**src/rtl/spi_mosi_par.sv**
```systemverilog
// -----------------------------------------------------------------------------
// spi_mosi_par -- parallel-to-serial SPI master transmitter.
//
// Accepts a DATA_W-bit word on a valid/ready handshake, then plays out one SPI
// frame: chip-select setup, 2*DATA_W serial-clock edges carrying the word, a
// hold period, and a one-cycle done pulse as chip-select is released.
//
// Parameters
//   DATA_W    frame width in bits (2..32)
//   CLK_DIV   sclk half-period in spi_clk cycles (>= 1)
//   MSB_FIRST 1 = MSB shifted first, 0 = LSB first
//   CPOL      idle level of sclk
//   CPHA      0 = sample on leading edge, 1 = sample on trailing edge
//
// Ports
//   spi_clk       in   system clock, rising edge
//   n_reset       in   asynchronous active-low reset
//   tx_data       in   word to transmit
//   tx_valid      in   transmit request
//   tx_ready      out  idle, able to accept a word
//   sclk          out  serial clock
//   spi_cs        out  chip select, active low
//   spi_mosi_out  out  serial data, 0 whenever spi_cs is high
//   done          out  one-cycle pulse at end of frame
//
// Optional receive path (macro SPI_MOSI_RX_EN)
//   spi_miso_in   in   serial data in, sampled on each sample edge
//   rx_data       out  received word, updated in the done cycle
//   rx_valid      out  one-cycle pulse coincident with done
// -----------------------------------------------------------------------------
module spi_mosi_par #(
   parameter int DATA_W    = 8,
   parameter int CLK_DIV   = 2,
   parameter int MSB_FIRST = 1,
   parameter int CPOL      = 0,
   parameter int CPHA      = 0
) (
   input  logic              spi_clk,
   input  logic              n_reset,
   input  logic [DATA_W-1:0] tx_data,
   input  logic              tx_valid,
   output logic              tx_ready,
   output logic              sclk,
   output logic              spi_cs,
   output logic              spi_mosi_out,
`ifdef SPI_MOSI_RX_EN
   input  logic              spi_miso_in,
   output logic [DATA_W-1:0] rx_data,
   output logic              rx_valid,
`endif
   output logic              done
);

   typedef enum logic [1:0] {IDLE, SETUP, SHIFT, HOLD} state_t;

   localparam int               DIV_W      = (CLK_DIV > 1) ? $clog2(CLK_DIV) : 1;
   localparam int               EDGE_W     = $clog2(2 * DATA_W + 1);
   localparam logic [DIV_W-1:0] DIV_RELOAD = DIV_W'(CLK_DIV - 1);
   localparam logic [EDGE_W-1:0] EDGE_LAST = EDGE_W'(2 * DATA_W);
   localparam logic [EDGE_W-1:0] EDGE_PENU = EDGE_W'(2 * DATA_W - 1);
   localparam logic             SCLK_IDLE  = 1'(CPOL);

   state_t              state_q, state_d;
   logic [DIV_W-1:0]    div_q, div_d;
   logic [EDGE_W-1:0]   edge_q, edge_d;    // sclk edges produced so far
   logic [DATA_W-1:0]   sr_q, sr_d;
   logic                sclk_q, sclk_d;
   logic                mosi_q, mosi_d;
   logic                done_q, done_d;
   logic                tick;              // current half-period expires this cycle
   logic                fire;              // sclk toggles on this edge
   logic                leading;           // the toggle is a leading edge

   // Bit currently presented on the line, and the register after one shift.
   function automatic logic first_bit(input logic [DATA_W-1:0] w);
      return (MSB_FIRST != 0) ? w[DATA_W-1] : w[0];
   endfunction

   function automatic logic [DATA_W-1:0] shift_out(input logic [DATA_W-1:0] w);
      return (MSB_FIRST != 0) ? {w[DATA_W-2:0], 1'b0} : {1'b0, w[DATA_W-1:1]};
   endfunction

   assign tick     = (div_q == '0);
   assign fire     = tick && ((state_q == SETUP) ||
                              ((state_q == SHIFT) && (edge_q != EDGE_LAST)));
   assign leading  = ~edge_q[0];

   // ---------------- state register ----------------
   // NOTE: sequential state uses non-blocking assignments so every flop samples
   // pre-edge values regardless of statement order.
   always_ff @(posedge spi_clk or negedge n_reset) begin
      if (!n_reset) begin
         state_q <= IDLE;
         div_q   <= '0;
         edge_q  <= '0;
         sr_q    <= '0;
         sclk_q  <= SCLK_IDLE;
         mosi_q  <= 1'b0;
         done_q  <= 1'b0;
      end else begin
         state_q <= state_d;
         div_q   <= div_d;
         edge_q  <= edge_d;
         sr_q    <= sr_d;
         sclk_q  <= sclk_d;
         mosi_q  <= mosi_d;
         done_q  <= done_d;
      end
   end

   // ---------------- next-state logic ----------------
   always_comb begin
      // NOTE: every combinational output gets a default first so no path
      // leaves it unassigned and infers a latch.
      state_d = state_q;
      unique case (state_q)
         IDLE:    if (tx_valid) state_d = SETUP;
         SETUP:   if (tick) state_d = SHIFT;
         SHIFT:   if (tick && (edge_q == EDGE_LAST)) state_d = HOLD;
         HOLD:    if (tick) state_d = IDLE;
         default: state_d = IDLE;
      endcase
   end

   // ---------------- datapath / output logic ----------------
   always_comb begin
      div_d  = div_q;
      edge_d = edge_q;
      sr_d   = sr_q;
      sclk_d = sclk_q;
      mosi_d = mosi_q;
      done_d = 1'b0;

      if (state_q == IDLE) begin
         if (tx_valid) begin
            div_d  = DIV_RELOAD;
            edge_d = '0;
            sr_d   = tx_data;
            // CPHA=0 must present the first bit before the first (sampling) edge.
            mosi_d = (CPHA == 0) ? first_bit(tx_data) : 1'b0;
         end
      end else begin
         div_d = tick ? DIV_RELOAD : div_q - DIV_W'(1);
      end

      if (fire) begin
         sclk_d = ~sclk_q;
         edge_d = edge_q + EDGE_W'(1);
         if (leading) begin
            if (CPHA != 0) begin
               mosi_d = first_bit(sr_q);
               sr_d   = shift_out(sr_q);
            end
         end else if ((CPHA == 0) && (edge_q != EDGE_PENU)) begin
            // Advance on every trailing edge except the final one.
            sr_d   = shift_out(sr_q);
            mosi_d = first_bit(shift_out(sr_q));
         end
      end

      if ((state_q == HOLD) && tick) begin
         done_d = 1'b1;
         mosi_d = 1'b0;
      end
   end

   assign tx_ready     = (state_q == IDLE);
   assign spi_cs       = (state_q == IDLE);
   assign sclk         = sclk_q;
   assign spi_mosi_out = mosi_q;
   assign done         = done_q;

`ifdef SPI_MOSI_RX_EN
   logic [DATA_W-1:0] rx_sr_q, rx_sr_d;
   logic [DATA_W-1:0] rx_data_q, rx_data_d;
   logic              rx_valid_q, rx_valid_d;

   always_ff @(posedge spi_clk or negedge n_reset) begin
      if (!n_reset) begin
         rx_sr_q    <= '0;
         rx_data_q  <= '0;
         rx_valid_q <= 1'b0;
      end else begin
         rx_sr_q    <= rx_sr_d;
         rx_data_q  <= rx_data_d;
         rx_valid_q <= rx_valid_d;
      end
   end

   always_comb begin
      rx_sr_d    = rx_sr_q;
      rx_data_d  = rx_data_q;
      rx_valid_d = 1'b0;
      if ((state_q == IDLE) && tx_valid) begin
         rx_sr_d = '0;
      end
      // Sample edge: leading for CPHA=0, trailing for CPHA=1.
      if (fire && (leading == (CPHA == 0))) begin
         rx_sr_d = (MSB_FIRST != 0) ? {rx_sr_q[DATA_W-2:0], spi_miso_in}
                                    : {spi_miso_in, rx_sr_q[DATA_W-1:1]};
      end
      if ((state_q == HOLD) && tick) begin
         rx_data_d  = rx_sr_q;
         rx_valid_d = 1'b1;
      end
   end

   assign rx_data  = rx_data_q;
   assign rx_valid = rx_valid_q;
`endif

endmodule
```
**config.mk**
```make
export PLATFORM = sky130hd
export DESIGN_NAME = spi_mosi_par
export DESIGN_NICKNAME = d
export VERILOG_FILES = /design/src/rtl/spi_mosi_par.sv
export SDC_FILE = /design/constraint.sdc
export NUM_CORES = 1
export LEC_CHECK = 0
export CORE_UTILIZATION = 45
export CTS_BUF_LIST = sky130_fd_sc_hd__clkbuf_2 sky130_fd_sc_hd__clkbuf_4 sky130_fd_sc_hd__clkbuf_8
export CTS_CLUSTER_SIZE = 14
export DETAILED_ROUTE_END_ITERATION = 7
export DONT_BUFFER_PORTS = 1
export GPL_ROUTABILITY_DRIVEN = 0
export GPL_TIMING_DRIVEN = 0
export HOLD_SLACK_MARGIN = 0.1
export PLACE_DENSITY = 0.7
export SLEW_MARGIN = 10
export SYNTH_ARGS = -nofsm -noshare
export SYNTH_HDL_FRONTEND = slang
export SYNTH_SLANG_ARGS = --single-unit
```
**constraint.sdc**
```tcl
create_clock -name spi_clk -period 2.05 [get_ports spi_clk]
set_clock_uncertainty 0.15 [all_clocks]
set_input_delay 0.5125 -clock spi_clk [delete_from_list [all_inputs] [get_ports spi_clk]]
set_output_delay 0.5125 -clock spi_clk [all_outputs]
set_load 0.05 [all_outputs]
```
==> qor.csv, run 1 <==
stage,metric,value,unit
timing,Rel. slew slack,47.8,%
synthesis,XOR/XNOR Fraction of Synth Area,2.59,%
setup_path,"Critical Path, Cell by Cell","inv_2, ha_4, buf_6",
final_layout,Post-Layout Inst Area,0.00115,mm²
synthesis,register bit total from synthesis,18,
detailed_routing,Vias/cell,5.46,
final_layout,Layout area overhead,13.2,%
synthesis,Synth Area in Adders,9.86,%
setup_path,crit-path max FO,6,
global_route,vias in the first global route,699,
clock_network,H-tree levels,1,
detailed_routing,Routed WL,1830,µm
floorplan,num rows,16,
detailed_routing,vias,721,
pwr,maximum vdd drop,0.00100,V
setup_path,Setup CP Type,reg -> out,
timing,Fmax,502,MHz
setup_path,max incr delay on CP,0.43,ns
synthesis,largest family of logic cells by synthesized area,simple AND/OR/NAND/NOR gates,
floorplan,Initial Util,49.7,%
final_layout,share of post-route cells with drive strength above 1,19.0,%
pwr,Pwr per Cell Area,1610,mW/mm²
setup_path,Worst Setup SP,state_q[0]$_DFFE_PN0P_,
setup_path,worst r2r src,edge_q[0]$_DFFE_PN0P_,
synthesis,Mapped Area,0.00101,mm²
global_route,Global Route Usage Sum,17.4,%
timing,Final setup violation count,0,
global_route,initial antenna violation count,0,
synthesis,Post-Syn Instances,97,
place,placed cell areas,0.00105,mm²
job,MaxCap Viol Count,0,
floorplan,I/O pins,16,
final_layout,# diodes,0,
global_route,largest net degree at the start of global routing,19,
setup_path,CP max stage cell,dfrtp_1,
detailed_routing,# DRC,0,
synthesis,Synth Warn #,0,
synthesis,top area cells in the synthesized netlist,"dfrtp_1 (44%), ha_1 (9.9%), mux2i_1 (8.9%)",
pwr,leak pwr,0.000535,µW
timing,Max Slew Vio Count,0,
synthesis,Syn Area/Cell,10.5,µm²
setup_path,required time worst endpoint,1.39,ns
clock_network,CTS Buf Count,3,
synthesis,post-synth cell types,27,
setup_path,Critical Path End Type,primary output,
setup_path,Reg2Reg Setup Slack,0.11,ns
timing,Worst-Margin Slew,0.781,ns
floorplan,width of the die,49.5,µm
clock_network,CTS tree,built,
synthesis,Synth Area in Simple Gates,13.7,%
timing,"Hold Violations, Final",0,
global_route,global-route wire length before repair,3170,µm
synthesis,syn nets,116,
synthesis,Compound-Gate Fraction of Synth Area,13.6,%
hold_path,min-delay worst type,in -> reg,
setup_path,arrival time worst endpoint,1.33,ns
global_route,GRT overflow,0,
synthesis,sequential cell area fraction in the yosys report,44.4,%
floorplan,core area,0.00204,mm²
clock_network,register clock-pin slew on the reported worst setup and hold paths,0.11,ns
synthesis,Synth area leader,dfrtp_1,
timing,fin crit period,1.99,ns
synthesis,fraction of synthesized area in multiplexers,8.88,%
detailed_routing,DR iter-0 viols,9,
detailed_routing,DRT antenna net count,0,
clock_network,Skew-Pair Late Insertion Delay,0.30,ns
detailed_routing,Pre-antenna DRT Iters,4,
place,I/O Buffers,0,
place,hpwl dp,1290,µm
floorplan,Die Footprint,0.00245,mm²
clock_network,CTS root buf,clkbuf_4,
timing,period utilization,97.1,%
pwr,total power draw,1840,µW
synthesis,top cell type's share of synthesized area,44.4,%
hold_path,min-delay src,tx_data[0],
detailed_routing,wire per inst,13.8,µm
floorplan,Die Ht,49.5,µm
final_layout,Total Nets Final,125,
clock_network,Longest Clk Path Bufs,2,
clock_network,Sink Count,18,
run_status,status,"finished, final reports clean",
setup_path,Setup crit start kind,flop,
==> what timing repair did <==
| action | in CTS | in global routing |
|---|---|---|
| buffers inserted | 1 | 2 |
| hold buffers | 1 | 0 |
| setup endpoints to repair | 14 | 9 |
| endpoints found under the hold margin | 18 | 0 |
| cloned | 0 | 0 |
| pin swaps | 1 | 3 |
| resized for setup | 4 | 5 |
==> synth_stat cells <==
library cell  number
a21boi_0           1
a21oi_1            6
a21oi_2            2
a222oi_1           1
a31oi_1            1
and3_1             1
and4bb_1           2
buf_2              3
buf_4              2
dfrtp_1           18
ha_1               8
inv_1             11
mux2i_1            9
nand2_1            3
nand3_1            2
nand3b_1           1
nand4b_1           1
nand4bb_4          1
nor2_1             8
o211ai_1           2
o21ai_0            3
o21ai_1            3
o22ai_1            2
o32ai_1            1
or2_1              1
or3_1              1
xnor2_1            3
==> power breakdown <==
group	leakage, µW	total (µW)	internal, µW	switching [µW]
clock network	0.0000210	223	108	114
logic	0.000294	921	410	511
registers	0.000219	700	512	188
total	0.000535	1840	1030	813
==> final timing paths <==
path	end	cells after the start
worst max-delay path	tx_ready	3
worst min-delay path	sr_q[0]$_DFF_PN0_	2
worst max register to register	sr_q[3]$_DFF_PN0_	8
worst min register to register	sr_q[5]$_DFF_PN0_	2
max in group asynchronous	edge_q[0]$_DFFE_PN0P_	1
min in group asynchronous	sr_q[5]$_DFF_PN0_	1
==> cell type report <==
| cell class | count | area [µm²] |
|---|---|---|
| buffer | 5 | 37.5 |
| clock buffer | 4 | 36.3 |
| fill | 200 | 893 |
| inverter | 11 | 41.3 |
| multi-input combinational | 63 | 515 |
| sequential | 18 | 452 |
| tap | 27 | 33.8 |
| timing repair buffer | 4 | 32.5 |
==> critical path, delay by kind of cell (launching register included) <==
| kind | cells | cell delay (ns) |
|---|---|---|
| DFF | 1 | 0.43 |
| buffers and inverters | 2 | 0.32 |
| adders and majority gates | 1 | 0.28 |
==> stage by stage <==
step                      TNS [ns]  utilization, %  hold WS (ns)  worst slack, ns  cells
after global placement      -0.482            51.3        0.0674           -0.125    124
after CTS                        0            54.8         0.229          0.00529    130
after floorplan                  0               -        0.0669           0.0412     97
after detailed placement    -0.911            51.3        0.0673           -0.170    124
after global routing       -0.0449            56.3         0.205          -0.0270    132
final                            0            56.3         0.237           0.0589    132
==> metal layers <==
metal | GRT usage [%] | vias up | wire length, µm
li1 | - | 348 | -
met1 | 23.5 | 350 | 820
met2 | 26.9 | 18 | 890
met3 | 2.78 | 5 | 66
met4 | 8.57 | 0 | 46
met5 | 0 | - | 0
==> logic make-up (layout without fill, tap and decap cells) <==
family / Yosys count / count (layout)
AOI/OAI and AO/OA: 22 / 22
muxes: 9 / 9
adders and majority gates: 8 / 8
and+or+nand+nor: 21 / 21
DFF: 18 / 18
buffers and inverters: 16 / 24
xor gates and xnor gates: 3 / 3
==> layout by cell type (no fill, tap or decap) <==
cell type      Yosys  routed
mux2i_1            9       9
dfrtp_1           18      17
nor2_1             8       8
ha_2               0       1
nand3_1            2       2
clkbuf_4           0       3
a21boi_0           1       1
o32ai_1            1       1
o22ai_1            2       2
or3_1              1       1
or2_1              1       1
nand3b_1           1       1
nand4b_1           1       1
a21oi_1            6       6
dlygate4sd3_1      0       1
a21oi_2            2       1
nand2_1            3       3
buf_2              3       3
and3_1             1       1
and4bb_1           2       2
ha_1               8       6
dfrtp_2            0       1
inv_1             11       9
a21oi_4            0       1
o21ai_1            3       3
a31oi_1            1       1
o21ai_0            3       3
inv_2              0       2
buf_4              2       3
xnor2_1            3       3
clkbuf_8           0       1
a222oi_1           1       1
o211ai_1           2       2
ha_4               0       1
buf_6              0       2
nand4bb_4          1       1
==> state kept, by name, summed over array words and instances (netlist names) <==
register / flops
div_q: 1
done: 1
edge_q: 5
sclk: 1
spi_mosi_out: 1
sr_q: 7
state_q: 2
(Power assumes the default switching activity.)
==> run 2: changes to the inputs <==
- PLACE_DENSITY: 0.7 -> not set
- SETUP_SLACK_MARGIN: not set -> 0.1
==> run 2 against run 1 <==
  * Maximum frequency barely moved
  * Utilization increased by 4.8 points
  * Critical path depth is the same
  * Via count increased by 2.1%
  * Worst setup slack improved by 0.00099 ns
  * Flip-flop and latch count stayed put
  * Power up 9.5%
  * Critical endpoint unchanged
==> qor.csv, run 2 (synthesis gave the netlist of run 1 again) <==
stage,metric,value,unit,change
setup_path,Setup crit start kind,flop,,unchanged
global_route,vias in the first global route,699,,unchanged
detailed_routing,Routed WL,2040,µm,was 1830 µm
pwr,leak pwr,0.000554,µW,was 0.000535 µW
pwr,Pwr per Cell Area,1620,mW/mm²,was 1610 mW/mm²
timing,hold slack,0.223,ns,was 0.237 ns
final_layout,most flop-heavy register,sr_q,,unchanged
final_layout,most frequent cells in the layout,"dfrtp_1 (17), inv_1 (9), mux2i_1 (9)",,unchanged
setup_path,arrival time worst endpoint,1.33,ns,about the same
place,placed cell areas,0.00105,mm²,about the same
timing,Setup TNS,0,ns,unchanged
final_layout,Total Nets Final,128,,was 125
detailed_routing,# DRC,0,,unchanged
detailed_routing,Pre-antenna DRT Iters,4,,unchanged
final_layout,Layout area overhead,22.9,%,was 13.2%
timing,fin crit period,1.99,ns,about the same
global_route,initial antenna violation count,0,,unchanged
pwr,switch share,44.4,%,was 44.1%
clock_network,register clock-pin slew on the reported worst setup and hold paths,0.12,ns,was 0.11 ns
floorplan,core area,0.00204,mm²,unchanged
place,hpwl dp,1320,µm,was 1290 µm
timing,"Hold Violations, Final",0,,unchanged
timing,RSZ-0062 raised after global routing,yes,,
clock_network,Longest Clk Path Bufs,2,,unchanged
setup_path,Setup CP Type,reg -> out,,unchanged
detailed_routing,DR iter-0 viols,9,,unchanged
global_route,Global Route Usage Sum,18.3,%,was 17.4%
job,MaxCap Viol Count,0,,unchanged
clock_network,Skew-Pair Late Insertion Delay,0.30,ns,about the same
clock_network,CTS Buf Count,3,,unchanged
global_route,GRT overflow,0,,unchanged
run_status,status,"finished, final reports clean",,unchanged
detailed_routing,vias,736,,was 721
global_route,largest net degree at the start of global routing,19,,unchanged
detailed_routing,wire per inst,15.1,µm,was 13.8 µm
timing,Final setup violation count,0,,unchanged
floorplan,num rows,16,,unchanged
setup_path,required time worst endpoint,1.39,ns,about the same
clock_network,Sink Count,18,,unchanged
setup_path,Critical Path End Type,primary output,,unchanged
final_layout,share of post-route cells with drive strength above 1,30.6,%,was 19.0%
timing,Max Slew Vio Count,0,,unchanged
timing,Fmax,502,MHz,about the same
timing,Rel. slew slack,44.9,%,was 47.8%
detailed_routing,DRT antenna net count,0,,unchanged
floorplan,I/O pins,16,,unchanged
floorplan,width of the die,49.5,µm,unchanged
pwr,Pint,1120,µW,was 1030 µW
hold_path,min-delay worst type,in -> reg,,unchanged
global_route,global-route wire length before repair,3310,µm,was 3170 µm
clock_network,CTS root buf,clkbuf_4,,unchanged
place,I/O Buffers,0,,unchanged
final_layout,Post-Layout Inst Area,0.00125,mm²,was 0.00115 mm²
pwr,Gate power share,53.1,%,was 49.9%
final_layout,max reg flops,7,,unchanged
clock_network,H-tree levels,1,,unchanged
timing,period utilization,97.1,%,about the same
final_layout,Layout Cells excl Fill,135,,was 132
final_layout,Largest regs,"sr_q (7), edge_q (5), state_q (2)",,unchanged
final_layout,"commonest non-fill, non-tap cell in the layout",dfrtp_1,,unchanged
pwr,Clock Power Share,11.4,%,was 12.1%
pwr,maximum vdd drop,0.000956,V,was 0.00100 V
clock_network,CTS tree,built,,unchanged
place,placed cells,124,,unchanged
floorplan,Initial Util,49.7,%,unchanged
floorplan,Die Ht,49.5,µm,unchanged
floorplan,Die Footprint,0.00245,mm²,unchanged
setup_path,crit-path max FO,6,,unchanged
timing,Worst-Margin Slew,0.824,ns,was 0.781 ns
detailed_routing,Vias/cell,5.45,,was 5.46
pwr,Reg power frac,35.5,%,was 38.0%
pwr,total power draw,2020,µW,was 1840 µW
pwr,P_sw,897,µW,was 813 µW
final_layout,# diodes,0,,unchanged
run 2: changes by cell type in the layout (fill, tap and decap cells not counted), sizes merged:
cell / previous run / this run
buf: 8 / 10
clkbuf: 4 / 5
run 2: critical path, cell delays in order (launching register included):
cell,delay (ns)
dfrtp_1,0.43
inv_2,0.11
ha_4,0.29
buf_8,0.18
run 2: timing repair:
item,in CTS,in global routing
endpoints found under the setup margin,15,15
cloned,0,1
setup buffers,3,2
resized for setup,9,20
hold buffers,1,0
hold endpoints to repair,18,0
pin swaps,3,8
run 2: per-stage QoR:
step / util, % / setup WS (ns)
after floorplan: - / 0.127
after global placement: 51.5 / -0.0539
after detailed placement: 51.5 / -0.116
after CTS: 56.4 / 0.0607
after global routing: 61.1 / -0.00378
final: 61.1 / 0.0599
run 2: final timing paths:
kind,startpoint,to,slack (ns),depth (start not counted)
min,tx_data[0],sr_q[0]$_DFF_PN0_,0.22,2
max,state_q[0]$_DFFE_PN0P_,tx_ready,0.06,3
min reg2reg,sr_q[6]$_DFF_PN0_,spi_mosi_out$_DFF_PN0_,0.39,2
max in group asynchronous,n_reset,edge_q[0]$_DFFE_PN0P_,0.61,1
max reg2reg,edge_q[0]$_DFFE_PN0P_,sr_q[2]$_DFF_PN0_,0.14,8
min in group asynchronous,n_reset,done$_DFF_PN0_,0.58,1
run 2: final cells by class:
class | instances | area (µm²)
Fill cell | 182 | 795
Multi-Input combinational cell | 63 | 579
Sequential cell | 18 | 452
Timing Repair Buffer | 7 | 58.8
Buffer | 5 | 46.3
Inverter | 11 | 41.3
Clock buffer | 4 | 36.3
Tap cell | 27 | 33.8
run 2: power by group through the flow:
stage	clock network, µW	logic (µW)	registers, µW
final	229	1070	717
after global routing	247	1190	741
after CTS	236	935	697
after detailed placement	0	802	719
after global placement	0	774	712
after floorplan	0	684	690
run 2: layer usage:
metal	wire length, µm	share of wire (%)	track usage [%]
met2	939	46	26.7
met5	0	0	0
met3	102	5.0	4.32
met1	983	48	26.1
met4	13	0.64	7.14
==> run 3: changes to the inputs <==
- SLEW_MARGIN: 10 -> not set
==> results of run 3 <==
No change in the layout: final DEF, timing and power equal those of run 2.
